==> config.mk <==
export PLATFORM = sky130hd
export DESIGN_NAME = alu_accum_ctrl
export DESIGN_NICKNAME = d
export VERILOG_FILES = /design/src/rtl/alu_accum_pkg.sv /design/src/rtl/alu_accum_ctrl.sv
export SDC_FILE = /design/constraint.sdc
export NUM_CORES = 1
export LEC_CHECK = 0
export CORE_MARGIN = 1.5
export CORE_UTILIZATION = 39
export CTS_CLUSTER_SIZE = 10
export DETAILED_ROUTE_END_ITERATION = 8
export PLACE_DENSITY = 0.82
export SETUP_SLACK_MARGIN = 0.02
export SYNTH_ARGS = -nofsm -noshare
export SYNTH_HDL_FRONTEND = slang
export SYNTH_SLANG_ARGS = --single-unit
==> constraint.sdc <==
create_clock -name clk -period 3.6 [get_ports clk]
set_input_delay 0.36 -clock clk [delete_from_list [all_inputs] [get_ports clk]]
set_output_delay 0.36 -clock clk [all_outputs]
set_load 0.02 [all_outputs]
==> src/rtl/alu_accum_pkg.sv <==
// alu_accum_pkg
//   Shared definitions for the accumulator controller that sits in front of
//   the 5-bit four-function ALU: opcode encodings, ALU select encodings,
//   FSM state encoding and the datapath width.
//   No ports (package).
package alu_accum_pkg;

    localparam int WIDTH_ALU = 5;

    // Command opcodes
    localparam logic [2:0] OP_NOP   = 3'b000;
    localparam logic [2:0] OP_LOAD  = 3'b001;
    localparam logic [2:0] OP_AND   = 3'b010;
    localparam logic [2:0] OP_ADD   = 3'b011;
    localparam logic [2:0] OP_OR    = 3'b100;
    localparam logic [2:0] OP_XOR   = 3'b101;
    localparam logic [2:0] OP_CLEAR = 3'b110;
    localparam logic [2:0] OP_READ  = 3'b111;

    // ALU function select
    localparam logic [1:0] SEL_AND = 2'b00;
    localparam logic [1:0] SEL_ADD = 2'b01;
    localparam logic [1:0] SEL_OR  = 2'b10;
    localparam logic [1:0] SEL_XOR = 2'b11;

    typedef enum logic [1:0] {
        ST_IDLE = 2'b00,
        ST_EXEC = 2'b01,
        ST_RESP = 2'b10
    } state_e;

    // Map an opcode to the ALU select; non-ALU opcodes park the select at AND.
    function automatic logic [1:0] op_to_sel(input logic [2:0] op);
        logic [1:0] sel;
        sel = SEL_AND;
        case (op)
            OP_ADD:  sel = SEL_ADD;
            OP_OR:   sel = SEL_OR;
            OP_XOR:  sel = SEL_XOR;
            default: sel = SEL_AND;
        endcase
        return sel;
    endfunction

endpackage

==> src/rtl/alu_accum_ctrl.sv <==
// alu_accum_ctrl
//   Sequential initiator for the external combinational 5-bit ALU. Accepts
//   one accumulator command at a time, runs ALU ops through a one-cycle EXEC
//   state, and returns the accumulator on a response port.
//
//   Handshakes: a transfer happens on a rising edge where valid && ready are
//   both high; the sender holds its payload stable while valid is high and
//   ready is low; valid never depends combinationally on ready.
//
//   Ports:
//     clk, rst_n           clock (rising edge), synchronous active-low reset
//     cmd_valid/ready      command handshake; cmd_op, cmd_data payload
//     alu_a, alu_b, alu_sel  operands/select to the ALU (alu_a = accumulator)
//     alu_out              ALU result (combinational, same cycle)
//     rsp_valid/ready      response handshake; rsp_data, rsp_ovf payload
//     dbg_state            current FSM state, for observation only
//
//   Optional build macro: ALU_ACCUM_OVF_EN enables the ADD carry-out flag on
//   rsp_ovf. Without it rsp_ovf is tied low and no carry logic exists.
import alu_accum_pkg::*;

module alu_accum_ctrl #(
    parameter int WIDTH = WIDTH_ALU
) (
    input  logic             clk,
    input  logic             rst_n,
    input  logic             cmd_valid,
    output logic             cmd_ready,
    input  logic [2:0]       cmd_op,
    input  logic [WIDTH-1:0] cmd_data,
    output logic [WIDTH-1:0] alu_a,
    output logic [WIDTH-1:0] alu_b,
    output logic [1:0]       alu_sel,
    input  logic [WIDTH-1:0] alu_out,
    output logic             rsp_valid,
    input  logic             rsp_ready,
    output logic [WIDTH-1:0] rsp_data,
    output logic             rsp_ovf,
    output logic [1:0]       dbg_state
);

    state_e           state_q, state_d;
    logic [WIDTH-1:0] acc_q, acc_d;
    logic [WIDTH-1:0] alu_b_q, alu_b_d;
    logic [1:0]       alu_sel_q, alu_sel_d;

`ifdef ALU_ACCUM_OVF_EN
    logic             ovf_q, ovf_d;
    logic [WIDTH:0]   sum_ext;

    // Carry is recomputed here rather than taken from the ALU, whose result
    // is only WIDTH bits wide.
    assign sum_ext = {1'b0, acc_q} + {1'b0, alu_b_q};
`endif

    always_comb begin
        state_d   = state_q;
        acc_d     = acc_q;
        alu_b_d   = alu_b_q;
        alu_sel_d = alu_sel_q;
`ifdef ALU_ACCUM_OVF_EN
        ovf_d     = ovf_q;
`endif
        // Gated with rst_n so no command is advertised while reset is held.
        cmd_ready = rst_n && (state_q == ST_IDLE);

        case (state_q)
            ST_IDLE: begin
                if (cmd_valid && cmd_ready) begin
                    alu_b_d   = cmd_data;
                    alu_sel_d = op_to_sel(cmd_op);
`ifdef ALU_ACCUM_OVF_EN
                    ovf_d     = 1'b0;
`endif
                    case (cmd_op)
                        OP_AND, OP_ADD, OP_OR, OP_XOR: state_d = ST_EXEC;
                        OP_LOAD: begin
                            acc_d   = cmd_data;
                            state_d = ST_RESP;
                        end
                        OP_CLEAR: begin
                            acc_d   = '0;
                            state_d = ST_RESP;
                        end
                        OP_READ: state_d = ST_RESP;
                        default: state_d = ST_IDLE; // NOP: consumed silently
                    endcase
                end
            end
            ST_EXEC: begin
                acc_d   = alu_out;
                state_d = ST_RESP;
`ifdef ALU_ACCUM_OVF_EN
                ovf_d   = (alu_sel_q == SEL_ADD) ? sum_ext[WIDTH] : 1'b0;
`endif
            end
            ST_RESP: begin
                if (rsp_ready) begin
                    state_d = ST_IDLE;
                end
            end
            default: state_d = ST_IDLE;
        endcase
    end

    always_ff @(posedge clk) begin
        if (!rst_n) begin
            state_q   <= ST_IDLE;
            acc_q     <= '0;
            alu_b_q   <= '0;
            alu_sel_q <= SEL_AND;
`ifdef ALU_ACCUM_OVF_EN
            ovf_q     <= 1'b0;
`endif
        end else begin
            state_q   <= state_d;
            acc_q     <= acc_d;
            alu_b_q   <= alu_b_d;
            alu_sel_q <= alu_sel_d;
`ifdef ALU_ACCUM_OVF_EN
            ovf_q     <= ovf_d;
`endif
        end
    end

    assign alu_a     = acc_q;
    assign alu_b     = alu_b_q;
    assign alu_sel   = alu_sel_q;
    assign rsp_valid = (state_q == ST_RESP);
    // acc only changes on EXEC/accept edges, so it is stable throughout RESP.
    assign rsp_data  = acc_q;
    assign dbg_state = state_q;
`ifdef ALU_ACCUM_OVF_EN
    assign rsp_ovf   = ovf_q;
`else
    assign rsp_ovf   = 1'b0;
`endif

endmodule
==> flow_summary.json <==
{
  "antenna_found_initial": 0,
  "rsz0062_at_grt": "no",
  "route.detailed.drc": 3,
  "relSlewSlack_pct": 64.2,
  "dieArea_um2": 1990,
  "grt_start_max_net_pins": 18,
  "ys_types": 23,
  "first_iter_violations": 28,
  "hold_path_end": "alu_b[2]$_SDFFE_PN0P_",
  "regArea_um2": 280,
  "leakage_uw": 0.000441,
  "synth_area_leader_cell": "dfxtp_1",
  "synth-seq-cells": 14,
  "rrSetupSlack_ns": 2.05,
  "vdd_drop_max_mv": 0.212,
  "cts_sinks": 14,
  "cts_setup_buffers": 0,
  "rows": 14,
  "worst-path-max-fanout": 17,
  "cap_viol_max_count": 0,
  "grt_pass1_vias": 638,
  "routed_via_density": 5.25,
  "cts_root_buf": "clkbuf_4",
  "io_buffers": 37,
  "report.final.hold_viol_count": 0,
  "setup_violations": 0,
  "wl_per_cell_um": 13.2,
  "worst_skew_pair.late_latency_ns": 0.27,
  "grt_usage_pct": 17.5,
  "first_pass_iters": 6,
  "cts.htree.levels": 1,
  "clockBufferDepth": 2,
  "grt_pass1_wl_mm": 2.57,
  "syn_inst": 76,
  "ant_nets": 0,
  "critical_path.startpoint_type": "input port",
  "min_path_cells": 2,
  "place.gp.congestion": 0.703,
  "area_growth_pct": 54.4,
  "min_from": "alu_b[2]$_SDFFE_PN0P_",
  "multi_input_area_um2": 330,
  "hp-class": "flop to flop",
  "cts_resized": 0,
  "ys_warn_count": 0,
  "die-width_um": 44.6,
  "required_ns": 3.24,
  "postSynthNetCount": 93,
  "crit_path_end_kind": "primary output",
  "final_nets": 125,
  "cts_tree": "yes",
  "worstMarginPinSlew_ns": 0.535,
  "fp.dieH_um": 44.6,
  "status": "finished, violations left",
  "yosysTopAreaCellShare_pct": 41.6,
  "hpwl_mm": 1.27,
  "period_share_pct": 65.0,
  "final_cell_mix": "clkdlybuf4s50_1, nand2_1, dfxtp_1",
  "overflow": 0,
  "fin_skew_ns": 0.00256,
  "layout_commonest_cell": "clkdlybuf4s50_1",
  "synth_edf_count": 0,
  "violations": "DRC",
  "core_area_um2": 1560,
  "dpl.cell_count": 119,
  "criticalPathCategory": "input port to primary output",
  "crit_arrival_ns": 1.98,
  "slew_viol_final": 0,
  "path_clk_slew_ns": 0.09,
  "cts_hold_buf": 0,
  "r2r_start": "dbg_state[0]$_SDFFE_PN0P_",
  "drive_gt1_share_pct": 5.61,
  "io_pins": 39,
  "pwr_density_cell_nw_per_um2": 379,
  "r2r-end": "alu_a[3]$_SDFFE_PN0P_",
  "n_antenna_cell": 0,
  "start_util_pct": 43.3,
  "rr_worst_depth": 4,
  "postSynth.asyncResetShare_pct": 0,
  "hold_ws_ns": 0.460,
  "fin_tns_setup_ns": 0,
  "fmax_mhz": 427,
  "post-route-min-period_ns": 2.34,
  "via_count": 646,
  "routed_wl_mm": 1.62,
  "synth.area.top_cells": "dfxtp_1, nand2_1, o211a_1, buf_4, a32oi_1",
  "finalNonFillerCells": 123,
  "numCtsBuffers": 3,
  "fill_cells": 129,
  "avgSynthCellArea_um2": 8.87,
  "yosysSeqAreaShare_pct": 41.6,
  "synth_ff_type": "dfxtp_1",
  "syn_area_um2": 674
}
[worst max-delay path, cell delays in order]
cell and delay (ns):
clkdlybuf4s50_1 0.81, and2_1 0.21, clkdlybuf4s50_1 0.60
[metrics by stage]
| step | setup slack [ns] | total power [µW] | utilization, % | instance area (µm²) |
|---|---|---|---|---|
| 6_report | 1.26 | 395 | 66.8 | 1040 |
| 4_1_cts | 1.25 | 399 | 66.8 | 1040 |
| 3_3_place_gp | 1.26 | 284 | 64.4 | 1000 |
| 5_1_grt | 1.17 | 413 | 66.8 | 1040 |
| 3_5_place_dp | 1.26 | 286 | 64.4 | 1000 |
| 2_1_floorplan | 2.02 | 235 | - | 674 |
[synthesized netlist by cell type (all sizes together) (2+ instances only)]
master	number
nand2	17
dfxtp	14
buf	6
nand3	6
a32oi	5
o211a	5
clkbuf	4
a311oi	2
nand3b	2
nor2	2
nor2b	2
[power breakdown]
part / leakage [µW] / total [µW] / switching [µW] / internal (µW)
registers: 0.000115 / 175 / 8.77 / 166
clock network: 0.0000210 / 113 / 51.2 / 61.4
logic: 0.000305 / 108 / 51.0 / 56.7
[how the worst max path moves through the flow]
stage,startpoint,endpoint,slack [ns],cells after the start
CTS,rst_n,cmd_ready,1.25,3
global route,rst_n,cmd_ready,1.17,3
floorplan,dbg_state[0]$_SDFFE_PN0P_,alu_a[0]$_SDFFE_PN0P_,2.02,5
finish,rst_n,cmd_ready,1.26,3
detailed placement,rst_n,cmd_ready,1.26,3
global placement,rst_n,cmd_ready,1.26,3
[layout make-up]
type,count,area share [%]
clock buffers,4,3.49
flip-flops and latches,14,26.9
inverters,1,0.361
repair buffers,37,35.6
well taps,16,1.92
multi-input cells,51,31.7
[per-layer routing]
layer,vias to the layer above,GRT usage (%),part of all wire [%]
li1,326,-,-
met1,294,21.4,43
met2,24,27.5,49
met3,2,4.08,6.5
met4,0,10.9,1.2
met5,-,0,0
[state kept, by name, summed over array words and instances, names as in the netlist]
| register | count |
|---|---|
| dbg_state | 2 |
| alu_b | 5 |
| alu_sel | 2 |
| alu_a | 5 |
[cell families after synthesis]
group / Yosys count / synth area share (%)
other cells: 1 / 0.556
simple gates: 33 / 23.6
flops: 14 / 41.6
buf+inv: 11 / 9.46
xor+xnor: 1 / 1.30
compound gates: 16 / 23.6
No activity file was read; power rests on OpenSTA's default activity.
==> edit 1 (same settings) <==
Change the package constant `WIDTH_ALU` from 5 to 10.
--- a/src/rtl/alu_accum_pkg.sv
+++ b/src/rtl/alu_accum_pkg.sv
@@ -7,3 +7,3 @@
 
-    localparam int WIDTH_ALU = 5;
+    localparam int WIDTH_ALU = 10;
 
Interface: changed (5 resized); port bits go from 39 to 64. The function was not compared with the original's and may differ.
==> edit 1 against the original RTL <==
- area after synthesis up 70%
- cell area grew 67%
- worst setup slack improved by 0.017 ns
- clock power grew 74%
- routed wire length increased by 83%
- critical path type unchanged
- sequential cell count is 10 higher
- power is 76% higher
- highest routed layer unchanged
==> edit 1: results (changes against the original RTL) <==
<table>
<tr><th>Metric</th><th>Value</th></tr>
<tr><th colspan="2">Worst setup path</th></tr>
<tr><td>Data arrival, critical path</td><td>1.96 ns (-0.02 ns)</td></tr>
<tr><td>Reg2Reg Depth</td><td>5 (+1)</td></tr>
<tr><td>Worst-path maximum fanout</td><td>25 (+8)</td></tr>
<tr><th colspan="2">Detailed routing</th></tr>
<tr><td>Initial DRC Count</td><td>16 (-43%)</td></tr>
<tr><td>Number of search-and-repair iterations in the first detailed-routing pass</td><td>4 (-2)</td></tr>
<tr><td>Average wire per standard cell</td><td>13.7 um (+3.5%)</td></tr>
<tr><td>Via density per instance</td><td>5.09 (-3.1%)</td></tr>
<tr><th colspan="2">Cells and area</th></tr>
<tr><td>Multi-input gate share of the layout cell area</td><td>0.305 (-0.0122)</td></tr>
<tr><td>Buffering overhead</td><td>0.365 (+0.00891)</td></tr>
<tr><td>Multi-input gates</td><td>93 (+82%)</td></tr>
<tr><td>Seq/total area</td><td>0.276 (+0.00643)</td></tr>
<tr><td>Clkbuf count</td><td>3 (-1)</td></tr>
<tr><td>Clock network contribution to total cell area</td><td>0.0302 (-0.00470)</td></tr>
<tr><th colspan="2">Synthesis</th></tr>
<tr><td>Nets in the synthesized netlist</td><td>165 (+77%)</td></tr>
<tr><td>Fraction of the yosys area taken by sequential cells</td><td>0.418 (+0.00272)</td></tr>
<tr><td>Main area contributors after synthesis</td><td>sky130_fd_sc_hd__dfxtp_1 (42%), sky130_fd_sc_hd__o211a_1 (8.7%), sky130_fd_sc_hd__buf_4 (7.8%), sky130_fd_sc_hd__nand2_1 (6.9%), sky130_fd_sc_hd__a21oi_1 (4.8%)</td></tr>
<tr><td>Most common library cells after synthesis</td><td>sky130_fd_sc_hd__dfxtp_1 (24), sky130_fd_sc_hd__nand2_1 (21), sky130_fd_sc_hd__buf_4 (12)</td></tr>
<tr><td>Synth cell types</td><td>29 (+26%)</td></tr>
<tr><th colspan="2">Power</th></tr>
<tr><td>Peak supply drop</td><td>284 uV (+34%)</td></tr>
<tr><td>Static leakage</td><td>0.794 nW (+80%)</td></tr>
<tr><th colspan="2">Placed design</th></tr>
<tr><td>Placed inst area</td><td>0.00169 mm^2 (+68%)</td></tr>
<tr><td>Count of input and output buffers</td><td>62 (+68%)</td></tr>
<tr><td>Placed cells</td><td>213 (+79%)</td></tr>
<tr><th colspan="2">CTS</th></tr>
<tr><td>Source-to-sink clock delay at the later pin of the worst-skew pair</td><td>0.32 ns (+0.05 ns)</td></tr>
<tr><td>Sink Count</td><td>24 (+10)</td></tr>
<tr><th colspan="2">Worst hold path</th></tr>
<tr><td>Start point of the worst min-delay path</td><td>alu_b[9]</td></tr>
<tr><th colspan="2">Run status</th></tr>
<tr><td>Result of the run</td><td>finished clean</td></tr>
</table>
edit 1: changes by cell type in the layout (fill, tap and decap cells not counted), moves of 9 or more:
cell	change
sky130_fd_sc_hd__clkdlybuf4s50_1	+25
sky130_fd_sc_hd__o21ai_0	+9
sky130_fd_sc_hd__nor2_1	+9
sky130_fd_sc_hd__dfxtp_1	+10
sky130_fd_sc_hd__a21oi_1	+10
edit 1: metal layers:
layer,global-route usage,routed length [um],share of wire,vias up
li1,-,-,-,562
met1,0.264,1390,0.47,479
met2,0.296,1290,0.43,53
met3,0.0385,198,0.067,10
met4,0.110,91,0.031,0
met5,0,0,0,-
edit 1: cell families (layout without fill, tap and decap cells):
logic type	count (synthesis)	count (layout)	share of synthesized area
AOI/OAI and AO/OA	36	36	0.220
buffers and inverters	21	69	0.119
other	1	1	0.00326
DFF	24	24	0.418
xor gates and xnor gates	1	1	0.00763
and+or+nand+nor	55	55	0.232
edit 1: metrics by stage:
step | util | total power [mW] | hold slack, ns
floorplan | - | 0.416 | 0.459
global placement | 0.608 | 0.501 | 0.441
detailed placement | 0.608 | 0.505 | 0.447
CTS | 0.627 | 0.701 | 0.466
global route | 0.627 | 0.729 | 0.492
finish | 0.627 | 0.696 | 0.463
edit 1: how the worst max path moves through the flow:
| stage | from | endpoint | slack [ns] | cells past startpoint |
|---|---|---|---|---|
| 2_1_floorplan | dbg_state[0] | alu_b[0] | 2.07 | 5 |
| 3_3_place_gp | rst_n | cmd_ready | 1.30 | 4 |
| 3_5_place_dp | rst_n | cmd_ready | 1.27 | 4 |
| 4_1_cts | rst_n | cmd_ready | 1.27 | 4 |
| 5_1_grt | rst_n | cmd_ready | 1.13 | 4 |
| 6_report | rst_n | cmd_ready | 1.28 | 4 |
==> edit 2 (config.mk and constraints unchanged) <==
Made on the original files. Put one more register stage on the output `dbg_state`, without a reset. The value now appears one clock later. The other outputs are not delayed to match.
--- a/src/rtl/alu_accum_ctrl.sv
+++ b/src/rtl/alu_accum_ctrl.sv
@@ -131,3 +131,5 @@
     assign rsp_data  = acc_q;
-    assign dbg_state = state_q;
+    always_ff @(posedge clk) begin
+        dbg_state <= state_q;
+    end
 `ifdef ALU_ACCUM_OVF_EN
Function: changed (Yosys sat finds a counterexample within 4 cycles, from zero or initial values and one cycle with rst_n low).
==> edit 2 against the original RTL <==
- worst setup slack lost 0.092 ns
- cell area grew 7.7%
- largest cell class unchanged
- routed wire length up 9.4%
- highest routed layer unchanged
- sequential power is 14% higher
- power up 2.5%
- sequential cell count grew 2
- area after synthesis increased by 13%
- synthesized cell count increased by 11%
==> edit 2: results (changes against the original RTL) <==
<table>
<tr><th>Metric</th><th>Value</th></tr>
<tr><th colspan="2">Run status</th></tr>
<tr><td>Result of the run</td><td>finished clean</td></tr>
<tr><th colspan="2">Cells and area</th></tr>
<tr><td>Nets</td><td>133 (+6.4%)</td></tr>
<tr><td>Buffering overhead</td><td>0.330 (-0.0254)</td></tr>
<tr><td>Post-layout util</td><td>0.629 (-0.0390)</td></tr>
<tr><td>Multi-input gates</td><td>56 (+9.8%)</td></tr>
<tr><td>Proportion of layout cells with a drive suffix above 1</td><td>0.0702 (+0.0141)</td></tr>
<tr><th colspan="2">Global route</th></tr>
<tr><td>Met1 track demand over resource in global routing</td><td>0.206 (-0.00845)</td></tr>
<tr><td>Routing usage on met2</td><td>0.303 (+0.0273)</td></tr>
<tr><th colspan="2">Detailed routing</th></tr>
<tr><td>Routed metal-1 wire length</td><td>816 um (+17%)</td></tr>
<tr><td>Number of search-and-repair iterations in the first detailed-routing pass</td><td>4 (-2)</td></tr>
<tr><td>Met3 Routed Length</td><td>141 um (+33%)</td></tr>
<tr><td>Average wire per standard cell</td><td>12.8 um (-3.2%)</td></tr>
<tr><td>Routed length on met2</td><td>803 um (+0.75%)</td></tr>
<tr><th colspan="2">Placed design</th></tr>
<tr><td>Placed inst area</td><td>0.00110 mm^2 (+9.3%)</td></tr>
<tr><td>Worst Setup Slack post-DPL</td><td>1.21 ns (-0.0520 ns)</td></tr>
<tr><th colspan="2">Worst setup path</th></tr>
<tr><td>Worst-path maximum fanout</td><td>16 (-1)</td></tr>
<tr><td>Data arrival, critical path</td><td>2.07 ns (+0.09 ns)</td></tr>
<tr><td>Terminus of the critical flop-to-flop path</td><td>alu_sel[0]</td></tr>
<tr><th colspan="2">Power</th></tr>
<tr><td>Pint</td><td>288 uW (+1.6%)</td></tr>
<tr><td>Static leakage</td><td>0.418 nW (-5.1%)</td></tr>
<tr><th colspan="2">Worst hold path</th></tr>
<tr><td>Start point of the worst min-delay path</td><td>state_q[0]</td></tr>
<tr><td>Hold path depth</td><td>0 (-2)</td></tr>
<tr><th colspan="2">Timing</th></tr>
<tr><td>Post-route fraction of the period consumed by the critical path</td><td>0.676 (+0.0255)</td></tr>
<tr><td>Setup Skew</td><td>0.00584 ns (+0.00327 ns)</td></tr>
<tr><th colspan="2">Synthesis</th></tr>
<tr><td>Post-synthesis share of cell area spent on xor and xnor gates</td><td>0.0115 (-0.00153)</td></tr>
<tr><td>Fraction of the yosys area taken by sequential cells</td><td>0.419 (+0.00340)</td></tr>
<tr><td>Nets in the synthesized netlist</td><td>101 (+8.6%)</td></tr>
</table>
## edit 2: changes by cell type in the layout (fill, tap and decap cells not counted), moves of 2 or more
| cell | change |
|---|---|
| sky130_fd_sc_hd__o22ai_1 | +4 |
| sky130_fd_sc_hd__dfxtp_1 | +2 |
| sky130_fd_sc_hd__a41oi_1 | +5 |
| sky130_fd_sc_hd__o211ai_1 | +5 |
| sky130_fd_sc_hd__a32oi_1 | -5 |
| sky130_fd_sc_hd__and3b_1 | +2 |
| sky130_fd_sc_hd__nand2_1 | -6 |
| sky130_fd_sc_hd__o211a_1 | -5 |
| sky130_fd_sc_hd__nor2_1 | +3 |
## edit 2: power groups by stage
stage	clock [mW]	combinational, mW	sequential [mW]
2_1_floorplan	0	0.0481	0.217
3_3_place_gp	0	0.114	0.203
3_5_place_dp	0	0.115	0.204
4_1_cts	0.0919	0.116	0.199
5_1_grt	0.0977	0.123	0.201
6_report	0.0897	0.116	0.199
